File: config.mk
export PLATFORM = sky130hd
export DESIGN_NAME = nand_column_reader
export DESIGN_NICKNAME = d
export VERILOG_FILES = /design/src/rtl/nand_pkg.sv /design/src/rtl/nand_phase_timer.sv /design/src/rtl/nand_column_reader.sv
export SDC_FILE = /design/constraint.sdc
export NUM_CORES = 1
export LEC_CHECK = 0
export ABC_CLOCK_PERIOD_IN_PS = 5200
export CAP_MARGIN = 20
export CELL_PAD_IN_SITES_DETAIL_PLACEMENT = 1
export CELL_PAD_IN_SITES_GLOBAL_PLACEMENT = 1
export CORE_MARGIN = 3
export CORE_UTILIZATION = 40
export DETAILED_ROUTE_END_ITERATION = 8
export PLACE_DENSITY = 0.86
export SETUP_SLACK_MARGIN = 0.02
export SLEW_MARGIN = 20
export SYNTH_ARGS = -nofsm -noshare
export SYNTH_HDL_FRONTEND = slang
export SYNTH_SLANG_ARGS = --single-unit
File: constraint.sdc
create_clock -name clk2 -period 5.2 [get_ports clk2]
set_input_delay 1.04 -clock clk2 [delete_from_list [all_inputs] [get_ports clk2]]
set_output_delay 1.04 -clock clk2 [all_outputs]
set_load 0.02 [all_outputs]
File: src/rtl/nand_pkg.sv
// Shared types and constants for the NAND column read path.
package nand_pkg;

  localparam int PAGE_BYTES = 2112;
  localparam int MAX_COL    = 2111;
  localparam int COL_W      = 12;

  typedef enum logic [2:0] {
    ST_IDLE,
    ST_ADDR_LO,
    ST_ADDR_HI,
    ST_WAIT_WHR,
    ST_RD_LO,
    ST_RD_HI,
    ST_DONE
  } col_rd_state_t;

  // Phase timer reload value: a phase of n cycles loads n-1 so tc lands on its last cycle.
  function automatic logic [7:0] phase_len_m1(input int cycles);
    return 8'(cycles - 1);
  endfunction

endpackage

File: src/rtl/nand_phase_timer.sv
// Loadable down-counter; tc is high while the count sits at zero.
module nand_phase_timer #(
  parameter int W = 8
) (
  input  logic         clk2,
  input  logic         NReset,
  input  logic         load,
  input  logic [W-1:0] load_val,
  output logic         tc
);

  logic [W-1:0] count;

  always_ff @(posedge clk2 or negedge NReset) begin
    if (!NReset) begin
      count <= '0;
    end else if (load) begin
      count <= load_val;
    end else if (count != '0) begin
      count <= count - W'(1);
    end
  end

  assign tc = (count == '0);

endmodule

File: src/rtl/nand_column_reader.sv
// Column read engine: two address cycles, tWHR wait, then one nRE strobe per byte
// from start_col to end_col inclusive.
module nand_column_reader #(
  parameter int COL_BITS = nand_pkg::COL_W,
  parameter int MAX_COL  = nand_pkg::MAX_COL,
  parameter int WE_LOW   = 2,
  parameter int WE_HIGH  = 1,
  parameter int RE_LOW   = 2,
  parameter int RE_HIGH  = 1,
  parameter int TWHR     = 4
) (
  input  logic                clk2,
  input  logic                NReset,
  input  logic                start,
  input  logic                abort,
  input  logic [COL_BITS-1:0] start_col,
  input  logic [COL_BITS-1:0] end_col,
  input  logic [7:0]          io_in,
  output logic [7:0]          io_out,
  output logic                io_oe,
  output logic                ale,
  output logic                nwe,
  output logic                nre,
  output logic [7:0]          data_out,
  output logic                data_valid,
  output logic [COL_BITS-1:0] cur_col,
  output logic                busy,
  output logic                done,
  output logic                err
);

  import nand_pkg::*;

  // state       | meaning
  // IDLE        | waiting for start
  // ADDR_LO     | ale high, nwe low, address byte on io_out
  // ADDR_HI     | nwe high, address byte held
  // WAIT_WHR    | bus released, tWHR before first nre fall
  // RD_LO       | nre low, byte captured on last cycle
  // RD_HI       | nre high, data_valid on first cycle
  // DONE        | one-cycle completion pulse

  localparam logic [COL_BITS-1:0] LAST_COL = COL_BITS'(MAX_COL);

  col_rd_state_t       state;
  logic [COL_BITS-1:0] s_col;
  logic [COL_BITS-1:0] e_col;
  logic                idx;
  logic                tmr_load;
  logic [7:0]          tmr_val;
  logic                tmr_tc;

  nand_phase_timer #(.W(8)) u_timer (
    .clk2     (clk2),
    .NReset   (NReset),
    .load     (tmr_load),
    .load_val (tmr_val),
    .tc       (tmr_tc)
  );

  // Reload on every phase boundary with the length of the phase being entered.
  always_comb begin
    tmr_load = 1'b0;
    tmr_val  = '0;
    case (state)
      ST_IDLE: begin
        tmr_load = 1'b1;
        tmr_val  = phase_len_m1(WE_LOW);
      end
      ST_ADDR_LO: begin
        tmr_load = tmr_tc;
        tmr_val  = phase_len_m1(WE_HIGH);
      end
      ST_ADDR_HI: begin
        tmr_load = tmr_tc;
        tmr_val  = idx ? phase_len_m1(TWHR) : phase_len_m1(WE_LOW);
      end
      ST_WAIT_WHR: begin
        tmr_load = tmr_tc;
        tmr_val  = phase_len_m1(RE_LOW);
      end
      ST_RD_LO: begin
        tmr_load = tmr_tc;
        tmr_val  = phase_len_m1(RE_HIGH);
      end
      ST_RD_HI: begin
        tmr_load = tmr_tc;
        tmr_val  = phase_len_m1(RE_LOW);
      end
      default: begin
        tmr_load = 1'b1;
        tmr_val  = '0;
      end
    endcase
  end

  always_ff @(posedge clk2 or negedge NReset) begin
    if (!NReset) begin
      state      <= ST_IDLE;
      s_col      <= '0;
      e_col      <= '0;
      idx        <= 1'b0;
      io_out     <= '0;
      io_oe      <= 1'b0;
      ale        <= 1'b0;
      nwe        <= 1'b1;
      nre        <= 1'b1;
      data_out   <= '0;
      data_valid <= 1'b0;
      cur_col    <= '0;
      busy       <= 1'b0;
      done       <= 1'b0;
      err        <= 1'b0;
    end else begin
      data_valid <= 1'b0;
      done       <= 1'b0;
      if (abort && state != ST_IDLE) begin
        state <= ST_IDLE;
        ale   <= 1'b0;
        io_oe <= 1'b0;
        nwe   <= 1'b1;
        nre   <= 1'b1;
        busy  <= 1'b0;
      end else begin
        case (state)
          ST_IDLE: begin
            if (start && !abort) begin
              s_col <= start_col;
              e_col <= end_col;
              err   <= 1'b0;
              busy  <= 1'b1;
              if (start_col > end_col || end_col > LAST_COL) begin
                state <= ST_DONE;
                err   <= 1'b1;
                done  <= 1'b1;
              end else begin
                state  <= ST_ADDR_LO;
                idx    <= 1'b0;
                ale    <= 1'b1;
                io_oe  <= 1'b1;
                nwe    <= 1'b0;
                io_out <= start_col[7:0];
              end
            end
          end
          ST_ADDR_LO: begin
            if (tmr_tc) begin
              state <= ST_ADDR_HI;
              nwe   <= 1'b1;
            end
          end
          ST_ADDR_HI: begin
            if (tmr_tc) begin
              if (!idx) begin
                idx    <= 1'b1;
                state  <= ST_ADDR_LO;
                nwe    <= 1'b0;
                io_out <= 8'(s_col >> 8);
              end else begin
                state   <= ST_WAIT_WHR;
                ale     <= 1'b0;
                io_oe   <= 1'b0;
                cur_col <= s_col;
              end
            end
          end
          ST_WAIT_WHR: begin
            if (tmr_tc) begin
              state <= ST_RD_LO;
              nre   <= 1'b0;
            end
          end
          ST_RD_LO: begin
            if (tmr_tc) begin
              state      <= ST_RD_HI;
              nre        <= 1'b1;
              data_out   <= io_in;
              data_valid <= 1'b1;
            end
          end
          ST_RD_HI: begin
            if (tmr_tc) begin
              if (cur_col == e_col) begin
                state <= ST_DONE;
                done  <= 1'b1;
              end else begin
                state   <= ST_RD_LO;
                nre     <= 1'b0;
                cur_col <= cur_col + COL_BITS'(1);
              end
            end
          end
          ST_DONE: begin
            state <= ST_IDLE;
            busy  <= 1'b0;
          end
          default: begin
            state <= ST_IDLE;
            ale   <= 1'b0;
            io_oe <= 1'b0;
            nwe   <= 1'b1;
            nre   <= 1'b1;
            busy  <= 1'b0;
          end
        endcase
      end
    end
  end

endmodule

==> impl_metrics.csv <==
group,metric,value,unit
timing,slew-limit-headroom,37.2,%
clock_network,insertion_delay,0.35,ns
clock_network,cts_resized,0,
worst_hold_path,hold_path.class,"reg -> reg",
power,finalPower,2.76,mW
floorplan,die_x,105,um
run_status,status,"completed",
grt,grt_overflow_total,0,
logic_synthesis,post_synth.cell_area_avg,8.97,um^2
detailed_routing,first_iter_violations,154,
detailed_routing,detail-route-antenna-nets,0,
detailed_routing,wirelength,11200,um
finish,antenna_cells,0,
timing,layout_min_cycle_time,3.25,ns
detailed_routing,drc,0,
setup_path,slowest_stage,"clkdlybuf4s50_1",
setup_path,cp.required,5.44,ns
worst_hold_path,hold_path.startpoint,"data_out[4]",
clock_network,post_cts_buffers,0,
setup_path,endpoint_kind,"flip-flop",
setup_path,worstPathMaxFanout,9,
logic_synthesis,synth_cells,433,
logic_synthesis,ys_seq_area_share,45.8,%
logic_synthesis,ys_top_cells_by_area,"dfrtp_1 (44%), nand2_1 (10%), ha_1 (4.8%)",
finish,multi_input_area,1910,um^2
logic_synthesis,synth_edf_count,0,
grt,antenna_found_initial,0,
detailed_routing,wl_per_cell,17.8,um
clock_network,clock-sinks,71,
logic_synthesis,synthArstFlopShare,100,%
grt,grt_pass1_vias,3656,
finish,register_area,1780,um^2
timing,worstMarginPinSlew,0.941,ns
setup_path,r2r-end,"cur_col[8]",
logic_synthesis,synth_top_area_share,44.5,%
floorplan,core,9330,um^2
timing,period_share,62.5,%
clock_network,path_clk_slew,0.07,ns
setup_path,timing.rr.start,"state[0]",
grt,grt_usage,21.2,%
finish,nFillCells,1084,
finish,final_common_cell,"nand2_1",
setup_path,rrSetupSlack,2.05,ns
place,dpl.hpwl,8320,um
logic_synthesis,ys_warn_count,0,
grt,grt_pass1_wl,18600,um
detailed_routing,first_pass_iters,4,
clock_network,cts_hold_buffers,0,
logic_synthesis,yosysUniqueCellTypes,58,
logic_synthesis,synth_area,3880,um^2
floorplan,num_rows,35,
timing,hold_viol_final,0,
floorplan,io_pins,72,
setup_path,r2r_cells,6,
setup_path,cp_data_arrival_time,3.49,ns
finish,drive_gt1_share,9.56,%
detailed_routing,via_per_inst,5.44,
timing,fmax,308,MHz
finish,syn_to_final_growth,25.6,%
floorplan,initial_core_util,41.6,%
logic_synthesis,synth_top_cell_by_area,"dfrtp_1",
setup_path,critPathLaunchType,"primary input",
setup_path,critPathMaxStageDelay,0.50,ns
power,vdd_drop_max,0.254,mV
job,drv_cap,0,
setup_path,startpoint,"end_col[11]",
clock_network,htree_levels,3,
clock_network,root_buffer,"clkbuf_8",
clock_network,cts_made_buffers,9,
floorplan,dieArea,10900,um^2
logic_synthesis,synth_fp_nets,484,
timing,finalSetupViolations,0,
setup_path,crit_type,"in -> reg",
finish,mostFrequentLayoutCells,"nand2_1 (103), clkdlybuf4s50_1 (70), dfrtp_1 (69)",
logic_synthesis,synth_ff_type,"dfrtp_1",
timing,setup_tns,0,ns
power,p_leak,2.17,nW
timing,clock_skew,0.00741,ns
setup_path,cp_cell_sequence,"clkdlybuf4s50_1, inv_1, ha_1, nand4_1, nor3_1, o31a_1, o21ai_4, a32oi_4, mux2_4",
clock_network,clockBufferDepth,2,
grt,grt_max_degree,43,
timing,drv_slew,0,
place,place_congestion,0.929,
finish,final_net_count,548,
power,p_per_area,565,nW/um^2
place,io_buffers,71,
clock_network,cts_tree,"yes",
timing,rsz0062_at_grt,"no",
detailed_routing,vias,3431,
floorplan,die_h,105,um
logic_synthesis,ys_ff_latch,71,
setup_path,cp-endpoint,"io_out[0]",
-- power by group --
part           total, mW  switching, mW  internal, mW
combinational       1.22          0.659         0.563
sequential          1.09          0.285         0.801
clock              0.451          0.206         0.246
-- cell type report --
type	instances	area share [%]
clock buffer	12	3.18
clock inverter	4	0.923
inverter	21	1.62
multi-input combinational	319	39.2
sequential	71	36.5
tap	129	3.31
timing repair buffer	75	15.3
-- synth_stat cells, types with 2 or more instances --
master,count
nand2_1,103
dfrtp_1,69
o21ai_0,32
a21oi_1,25
nor2_1,22
inv_1,20
ha_1,15
nand3_1,15
clkbuf_1,13
xnor2_1,11
nor3_1,8
nand4_1,7
nand2b_1,6
o22ai_1,6
xor2_1,6
a22o_2,4
buf_2,4
mux2_4,4
nor2b_1,4
a21boi_0,3
a31oi_1,3
and2_1,3
buf_4,3
mux2_2,3
nor4_1,3
a211oi_1,2
a21o_1,2
a22o_1,2
a22oi_1,2
and3_1,2
and3_2,2
clkbuf_8,2
dfstp_2,2
-- registers in the layout, summed over array words and instances, names as in the netlist, 3 cells and up --
signal and cells:
cur_col 12, e_col 12, io_out 8, state 3, u_timer.count 8, s_col 12
data_out 8
-- per-layer routing --
layer  part of all wire [%]  track usage, %  vias to the layer above
met5                      0               0                        -
met4                    2.7            9.21                        0
met3                    5.2            3.52                       20
met2                     47            35.4                      100
met1                     45            27.3                     1700
li1                       -               -                     1611
-- cell families (layout without fill, tap and decap cells) --
family / after synthesis / in the layout / share of synthesized area [%]
buffers and inverters: 43 / 112 / 5.09
adders and majority gates: 15 / 15 / 4.83
AOI/OAI and AO/OA: 95 / 95 / 16.0
DFF: 71 / 71 / 45.8
and+or+nand+nor: 185 / 185 / 22.0
xor gates and xnor gates: 17 / 17 / 3.83
muxes: 7 / 7 / 2.42
-- per-stage QoR --
step	instance area (um^2)	cells	hold slack [ns]	utilization [%]	setup slack [ns]
6_report	4880	631	0.484	52.3	1.95
5_1_grt	4880	631	0.512	52.3	1.81
4_1_cts	4860	630	0.488	52.1	1.95
3_5_place_dp	4660	614	0.468	50.0	1.59
3_3_place_gp	4660	614	0.459	50.0	1.77
2_1_floorplan	3880	433	0.440	-	2.40
-- critical path, delay by kind of cell --
| family | cells | cell delay [ns] |
|---|---|---|
| multiplexers | 1 | 0.34 |
| AO/OA/AOI/OAI | 3 | 0.72 |
| adder cells (fa/ha/maj) | 1 | 0.33 |
| AND/OR/NAND/NOR | 2 | 0.50 |
| buffers and inverters | 2 | 0.57 |
-- worst min-delay path by stage --
stage,end,depth (start not counted),slack [ns]
floorplan,s_col[2],2,0.44
global placement,data_out[2],2,0.46
detailed placement,s_col[1],2,0.47
CTS,s_col[1],2,0.49
global route,s_col[1],2,0.51
finish,data_out[4],2,0.48
No activity file was read; power rests on OpenSTA's default activity.
